<file path="src/rtl/matrix_mult_pkg.sv">
// Shared constants and types for the memory-mapped matrix multiplier.
package matrix_mult_pkg;

    // Default geometry and arithmetic widths.
    localparam int N_DEFAULT      = 4;
    localparam int ELEM_W_DEFAULT = 8;
    localparam int ACC_W_DEFAULT  = 32;

    // Register map.
    localparam logic [1:0] ADDR_CTRL = 2'd0;
    localparam logic [1:0] ADDR_A    = 2'd1;
    localparam logic [1:0] ADDR_B    = 2'd2;
    localparam logic [1:0] ADDR_C    = 2'd3;

    // CTRL write bits and STATUS read bits.
    localparam int CTRL_START = 0;
    localparam int CTRL_CLEAR = 1;
    localparam int STAT_DONE  = 0;
    localparam int STAT_BUSY  = 1;

    // Row-major element index into an N x N array.
    localparam int PTR_W = $clog2(N_DEFAULT * N_DEFAULT);
    typedef logic [PTR_W-1:0] ptr_t;

    // Sequencer states.
    typedef enum logic {
        ST_IDLE = 1'b0,
        ST_RUN  = 1'b1
    } state_e;

endpackage

</file>
<file path="src/rtl/matrix_mult_mac.sv">
// Signed multiply-accumulate datapath: one product per enabled cycle.
module matrix_mult_mac #(
    parameter int ELEM_W = 8,
    parameter int ACC_W  = 32
) (
    input  logic                     clk_i,
    input  logic                     rst_ni,
    input  logic signed [ELEM_W-1:0] a_i,
    input  logic signed [ELEM_W-1:0] b_i,
    input  logic                     clear_acc_i,
    input  logic                     enable_i,
    output logic signed [ACC_W-1:0]  acc_o
);

    logic signed [2*ELEM_W-1:0] prod;
    logic signed [ACC_W-1:0]    acc_base;
    logic signed [ACC_W-1:0]    acc_d;
    logic signed [ACC_W-1:0]    acc_q;

    // Product is sign-extended before adding; the sum wraps modulo 2^ACC_W.
    // acc_o already includes the current product so the caller can store a
    // finished dot product on the same edge as its last term.
    always_comb begin
        prod     = a_i * b_i;
        acc_base = clear_acc_i ? '0 : acc_q;
        acc_o    = acc_base + ACC_W'(prod);
        acc_d    = enable_i ? acc_o : acc_q;
    end

    // Accumulator register.
    // NOTE: sequential state uses non-blocking (<=) so every flop samples pre-edge values.
    always_ff @(posedge clk_i or negedge rst_ni) begin
        if (!rst_ni) begin
            acc_q <= '0;
        end else begin
            acc_q <= acc_d;
        end
    end

endmodule

</file>
<file path="src/rtl/matrix_mult.sv">
// Memory-mapped N x N signed matrix multiplier (C = A x B) on an
// Avalon-MM style slave port with auto-incrementing data windows.
module matrix_mult
    import matrix_mult_pkg::*;
#(
    parameter int N      = N_DEFAULT,
    parameter int ELEM_W = ELEM_W_DEFAULT,
    parameter int ACC_W  = ACC_W_DEFAULT
) (
    input  logic        clock,
    input  logic        resetn,
    input  logic [1:0]  address,
    input  logic [31:0] writedata,
    output logic [31:0] readdata,
    input  logic        write,
    input  logic        read
);

    localparam int NN     = N * N;
    localparam int PW     = (NN > 1) ? $clog2(NN) : 1;
    localparam int IW     = (N > 1) ? $clog2(N) : 1;
    localparam logic [PW-1:0] PTR_LAST = PW'(NN - 1);
    localparam logic [IW-1:0] IDX_LAST = IW'(N - 1);

    // Storage.
    logic signed [ELEM_W-1:0] a_mem_q [NN];
    logic signed [ELEM_W-1:0] b_mem_q [NN];
    logic signed [ACC_W-1:0]  c_mem_q [NN];

    // Control state.
    state_e          state_q, state_d;
    logic            done_q, done_d;
    logic [PW-1:0]   a_ptr_q, a_ptr_d;
    logic [PW-1:0]   b_ptr_q, b_ptr_d;
    logic [PW-1:0]   c_ptr_q, c_ptr_d;
    logic [IW-1:0]   i_q, i_d;
    logic [IW-1:0]   j_q, j_d;
    logic [IW-1:0]   p_q, p_d;
    logic [31:0]     readdata_q, readdata_d;

    // Decoded bus actions and sequencer strobes.
    logic                     busy;
    logic                     clear_cmd;
    logic                     start_cmd;
    logic                     a_wr;
    logic                     b_wr;
    logic                     c_rd;
    logic                     run_step;
    logic                     last_p;
    logic                     last_j;
    logic                     last_i;
    logic [PW-1:0]            a_idx;
    logic [PW-1:0]            b_idx;
    logic [PW-1:0]            c_idx;
    logic signed [ACC_W-1:0]  acc;
    logic                     unused_wdata;

    function automatic logic [PW-1:0] ptr_inc(input logic [PW-1:0] v);
        return (v == PTR_LAST) ? '0 : v + 1'b1;
    endfunction

    function automatic logic [IW-1:0] idx_inc(input logic [IW-1:0] v);
        return (v == IDX_LAST) ? '0 : v + 1'b1;
    endfunction

    // Upper write-data bits beyond an element carry no meaning.
    assign unused_wdata = ^writedata[31:ELEM_W];

    // Bus decode: CLEAR is applied before START, so a combined write restarts
    // even an active run; a lone START is dropped while busy.
    always_comb begin
        busy      = (state_q == ST_RUN);
        clear_cmd = write && (address == ADDR_CTRL) && writedata[CTRL_CLEAR];
        start_cmd = write && (address == ADDR_CTRL) && writedata[CTRL_START]
                    && (!busy || clear_cmd);
        a_wr      = write && (address == ADDR_A) && !busy;
        b_wr      = write && (address == ADDR_B) && !busy;
        c_rd      = read && (address == ADDR_C);
        run_step  = busy && !clear_cmd;
        last_p    = (p_q == IDX_LAST);
        last_j    = (j_q == IDX_LAST);
        last_i    = (i_q == IDX_LAST);
        a_idx     = PW'(int'(i_q) * N + int'(p_q));
        b_idx     = PW'(int'(p_q) * N + int'(j_q));
        c_idx     = PW'(int'(i_q) * N + int'(j_q));
    end

    matrix_mult_mac #(
        .ELEM_W (ELEM_W),
        .ACC_W  (ACC_W)
    ) u_mac (
        .clk_i       (clock),
        .rst_ni      (resetn),
        .a_i         (a_mem_q[a_idx]),
        .b_i         (b_mem_q[b_idx]),
        .clear_acc_i (p_q == '0),
        .enable_i    (run_step),
        .acc_o       (acc)
    );

    // Next-state for the sequencer, pointers and status.
    // NOTE: every output gets its hold value first so no path infers a latch.
    always_comb begin
        state_d = state_q;
        done_d  = done_q;
        a_ptr_d = a_ptr_q;
        b_ptr_d = b_ptr_q;
        c_ptr_d = c_ptr_q;
        i_d     = i_q;
        j_d     = j_q;
        p_d     = p_q;

        if (a_wr) a_ptr_d = ptr_inc(a_ptr_q);
        if (b_wr) b_ptr_d = ptr_inc(b_ptr_q);
        if (c_rd) c_ptr_d = ptr_inc(c_ptr_q);

        if (run_step) begin
            p_d = idx_inc(p_q);
            if (last_p) begin
                j_d = idx_inc(j_q);
                if (last_j) begin
                    i_d = idx_inc(i_q);
                    if (last_i) begin
                        state_d = ST_IDLE;
                        done_d  = 1'b1;
                    end
                end
            end
        end

        if (clear_cmd) begin
            state_d = ST_IDLE;
            done_d  = 1'b0;
            a_ptr_d = '0;
            b_ptr_d = '0;
            c_ptr_d = '0;
        end

        if (start_cmd) begin
            state_d = ST_RUN;
            done_d  = 1'b0;
            c_ptr_d = '0;
            i_d     = '0;
            j_d     = '0;
            p_d     = '0;
        end
    end

    // Registered read data: refreshed only on read cycles, from pre-edge state.
    always_comb begin
        readdata_d = readdata_q;
        if (read) begin
            unique case (address)
                ADDR_CTRL: begin
                    readdata_d            = '0;
                    readdata_d[STAT_BUSY] = busy;
                    readdata_d[STAT_DONE] = done_q;
                end
                ADDR_A:    readdata_d = 32'(a_ptr_q);
                ADDR_B:    readdata_d = 32'(b_ptr_q);
                ADDR_C:    readdata_d = 32'(c_mem_q[c_ptr_q]);
                default:   readdata_d = readdata_q;
            endcase
        end
    end

    // Control and read-data registers.
    always_ff @(posedge clock or negedge resetn) begin
        if (!resetn) begin
            state_q    <= ST_IDLE;
            done_q     <= 1'b0;
            a_ptr_q    <= '0;
            b_ptr_q    <= '0;
            c_ptr_q    <= '0;
            i_q        <= '0;
            j_q        <= '0;
            p_q        <= '0;
            readdata_q <= '0;
        end else begin
            state_q    <= state_d;
            done_q     <= done_d;
            a_ptr_q    <= a_ptr_d;
            b_ptr_q    <= b_ptr_d;
            c_ptr_q    <= c_ptr_d;
            i_q        <= i_d;
            j_q        <= j_d;
            p_q        <= p_d;
            readdata_q <= readdata_d;
        end
    end

    // Matrix storage: A/B loaded from the bus, C cleared on START and filled
    // with each finished dot product.
    // NOTE: the arrays are reset because software-visible contents must read 0 after reset.
    always_ff @(posedge clock or negedge resetn) begin
        if (!resetn) begin
            for (int k = 0; k < NN; k++) begin
                a_mem_q[k] <= '0;
                b_mem_q[k] <= '0;
                c_mem_q[k] <= '0;
            end
        end else begin
            if (a_wr) a_mem_q[a_ptr_q] <= writedata[ELEM_W-1:0];
            if (b_wr) b_mem_q[b_ptr_q] <= writedata[ELEM_W-1:0];
            if (start_cmd) begin
                for (int k = 0; k < NN; k++) begin
                    c_mem_q[k] <= '0;
                end
            end else if (run_step && last_p) begin
                c_mem_q[c_idx] <= acc;
            end
        end
    end

    assign readdata = readdata_q;

endmodule

</file>
<file path="config.mk">
export PLATFORM = sky130hd
export DESIGN_NAME = matrix_mult
export DESIGN_NICKNAME = d
export VERILOG_FILES = /design/src/rtl/matrix_mult_pkg.sv /design/src/rtl/matrix_mult_mac.sv /design/src/rtl/matrix_mult.sv
export SDC_FILE = /design/constraint.sdc
export NUM_CORES = 2
export LEC_CHECK = 0
export ABC_AREA = 1
export BUFFER_PORTS_ARGS = -buffer_cell sky130_fd_sc_hd__buf_2
export CAP_MARGIN = 20
export CORE_MARGIN = 2
export CORE_UTILIZATION = 35
export CTS_BUF_LIST = sky130_fd_sc_hd__clkbuf_8
export CTS_CLUSTER_SIZE = 12
export DETAILED_ROUTE_END_ITERATION = 16
export GPL_ROUTABILITY_DRIVEN = 0
export PLACE_DENSITY = 0.58
export SLEW_MARGIN = 20
export SYNTH_ARGS = -nofsm -noshare
export SYNTH_HDL_FRONTEND = slang
export SYNTH_SLANG_ARGS = --single-unit
</file>
<file path="constraint.sdc">
create_clock -name clock -period 8.2 [get_ports clock]
set_input_delay 0 -clock clock [delete_from_list [all_inputs] [get_ports clock]]
set_output_delay 0 -clock clock [all_outputs]
set_load 0.02 [all_outputs]
</file>
==> results_dict.tcl <==
set metrics [dict create \
    status "finished, final reports clean" \
    crit_path_frequent_cell "nand2_1" \
    path_class "flip-flop to flip-flop" \
    h-tree-depth 4 \
    r2r_slack_ns 0.66 \
    dp_hpwl_mm 81.2 \
    synth_top_area_frac 0.475 \
    finClkSkew_ns 0.0554 \
    critPathCaptureType "flip-flop" \
    reg2reg_depth 23 \
    drc 0 \
    crit_end "u_mac.acc_q[26]$_DFFE_PN0P_" \
    core_area_mm2 0.127 \
    die_y_um 362 \
    yosysMostFrequentCell "nand2_1" \
    postCtsSetupBuffers 0 \
    hold_ws_ns 0.223 \
    path_max_fanout 31 \
    crit_start "j_q[0]$_DFFE_PN0P_" \
    cts_buffer_depth 3 \
    max_stage_delay_ns 0.69 \
    routedWlPerCell_um 18.5 \
    slew_headroom 0.269 \
    cts_resized 0 \
    rr_startpoint "j_q[0]$_DFFE_PN0P_" \
    ctsHoldBuffers 23 \
    grt_setup_unrepaired "false" \
    synth_commonest_cells "nand2_1, dfrtp_1, o21ai_0" \
    clk_latency_ns 0.89 \
    cts.reportedPaths.clkPinSlew_ns 0.06 \
    required_ns 8.94 \
    worstPathArrival_ns 8.28 \
    cp_num_cells 23 \
    grt_pass1_vias 36803 \
    synth-seq-cells 852 \
    worstSetupStartpointType "flip-flop" \
    yosys_warnings 0 \
    synthArstFlopShare 1.00 \
    hold_violations 0 \
    clock.fmax_mhz 133 \
    ys_seq_area_frac 0.475 \
    ys.flop_type "dfrtp_1" \
    numPortBuffers 45 \
    avgSynthCellArea_um2 8.30 \
    synth_edf_count 0 \
    die-width_um 362 \
    synth_top_cells_by_area "dfrtp_1, nand2_1, o21ai_0" \
    grt_pass1_wl_mm 212 \
    drt_iter0_drc 3502 \
    netlist_instances 5405 \
    fin_nets 5599 \
    vias_per_cell 5.28 \
    worstHoldPathType "input port to flip-flop" \
    die-area_mm2 0.131 \
    synth_area_leader_cell "dfrtp_1" \
    first_pass_iters 8 \
    cap_violations 0 \
    timing.critical_path.buf_inv 4 \
    num_vias 37548 \
    crit_chain "inv_2 > buf_4 > o21ai_0 > o221ai_1 > nand3_1 > nand2_1 > nand2_1 > fa_1 > fa_1 > inv_1 > fa_1 > fa_1 > ha_1 > ha_1 > nand2_1 > inv_1 > nand2_1 > nand2_1 > o21bai_1 > nand2_1 > nand4_1 > nand3_1 > nand2_1" \
    setup_violations 0 \
    ios 70 \
    cts_buffers 151 \
    post_route_cells_drive_above_1_share 0.0740 \
    initial_core_util 0.352 \
    period_needed_ns 7.54 \
    crit_family "adder cells" \
    worst_slew_pin_slew_ns 1.10 \
    finalCritPeriodShare 0.919 \
    final.fill_count 13001 \
    grt_max_degree 204 \
    timing.final.max_slew_violations 0 \
    ant_nets 0 \
    synth_fp_nets 5668 \
    cts.sinks 852 \
    synth_area_mm2 0.0449 \
    setup_tns_ns 0 \
    antenna_found_initial 3 \
    r2r_end "u_mac.acc_q[26]$_DFFE_PN0P_" \
    wirelength_mm 132 \
    overflow 0 \
    synthDistinctLibCells 40 \
    grt_use_total 0.203 \
    slowest_stage "nand4_1" \
    cts_tree "built" \
    area_growth_pct 10.3 \
    ctsRootBufferMaster "clkbuf_8" \
    rows 131 \
]
-- final cells by class --
class / instances / area (µm²) / share of cell area
multi-input cells: 3694 / 20000 / 0.405
inverters: 485 / 1830 / 0.0369
diodes: 3 / 7.51 / 0.000152
clock inverters: 81 / 542 / 0.0109
well taps: 1662 / 2080 / 0.0420
flip-flops and latches: 852 / 21300 / 0.431
clock buffers: 180 / 2480 / 0.0500
repair buffers: 152 / 1220 / 0.0246
-- tightest hold or removal path, cell delays in order --
cell	delay, ns
dlygate4sd3_1	0.53
buf_2	0.13
nand3_1	0.18
nand2_1	0.14
o21ai_0	0.08
-- flip-flops by register name (all words and copies together), names as in the netlist, 2 cells and up --
register	count
a_ptr_q	4
u_mac.acc_q	32
b_mem_q	128
a_mem_q	128
p_q	2
c_ptr_q	4
c_mem_q	512
i_q	2
readdata	32
b_ptr_q	4
j_q	2
-- worst min-delay path by stage --
stage,to,slack (ns),start,depth (start not counted)
floorplan,a_mem_q[0]$_DFFE_PN0P_,-0.30,resetn,0
global route,a_mem_q[117]$_DFFE_PN0P_,0.23,writedata[5],5
finish,p_q[1]$_DFFE_PN0P_,0.22,writedata[0],5
CTS,p_q[1]$_DFFE_PN0P_,0.13,writedata[0],5
global placement,c_mem_q[263]$_DFFE_PN0P_,0.15,resetn,1
detailed placement,c_mem_q[263]$_DFFE_PN0P_,0.15,resetn,1
-- metal layers --
metal  wire length [µm]  track usage
met1              60800        0.286
met2              60100        0.320
met3               7600       0.0303
met4               3130       0.0627
met5                  0            0
-- kinds of logic after synthesis --
group | after synthesis | share of synthesized area
AOI/OAI and AO/OA | 1305 | 0.161
xor gates and xnor gates | 15 | 0.00293
adders and majority gates | 225 | 0.0855
buffers and inverters | 859 | 0.0786
DFF | 852 | 0.475
and+or+nand+nor | 2149 | 0.197
-- stage by stage --
stage	area, µm²	utilization	std cells	worst slack, ns
final	49500	0.389	7109	0.662
after global routing	49500	0.389	7109	0.0706
after CTS	49500	0.389	7104	0.601
after detailed placement	46200	0.363	6820	0.636
after global placement	46200	0.363	6820	0.587
after floorplan	44900	-	5405	1.84
-- cell usage in the layout, fill, tap and decap left out, types with 11 or more instances in the layout --
| master | instances |
|---|---|
| o221ai_1 | 40 |
| ha_1 | 89 |
| nand4_1 | 13 |
| dlygate4sd3_1 | 22 |
| buf_4 | 75 |
| o21ai_0 | 774 |
| nand2_1 | 1336 |
| o21ai_1 | 64 |
| clkbuf_8 | 180 |
| o22ai_1 | 187 |
| a21oi_1 | 121 |
| buf_2 | 44 |
| nor2_1 | 335 |
| nand3_2 | 18 |
| clkinv_2 | 11 |
| fa_1 | 136 |
| inv_1 | 502 |
| dfrtp_1 | 847 |
| o211ai_1 | 112 |
| nand3_1 | 422 |
| inv_2 | 27 |
Power is not shown: default switching activity piles up to over one toggle a cycle in this logic, so the estimate is an artifact.
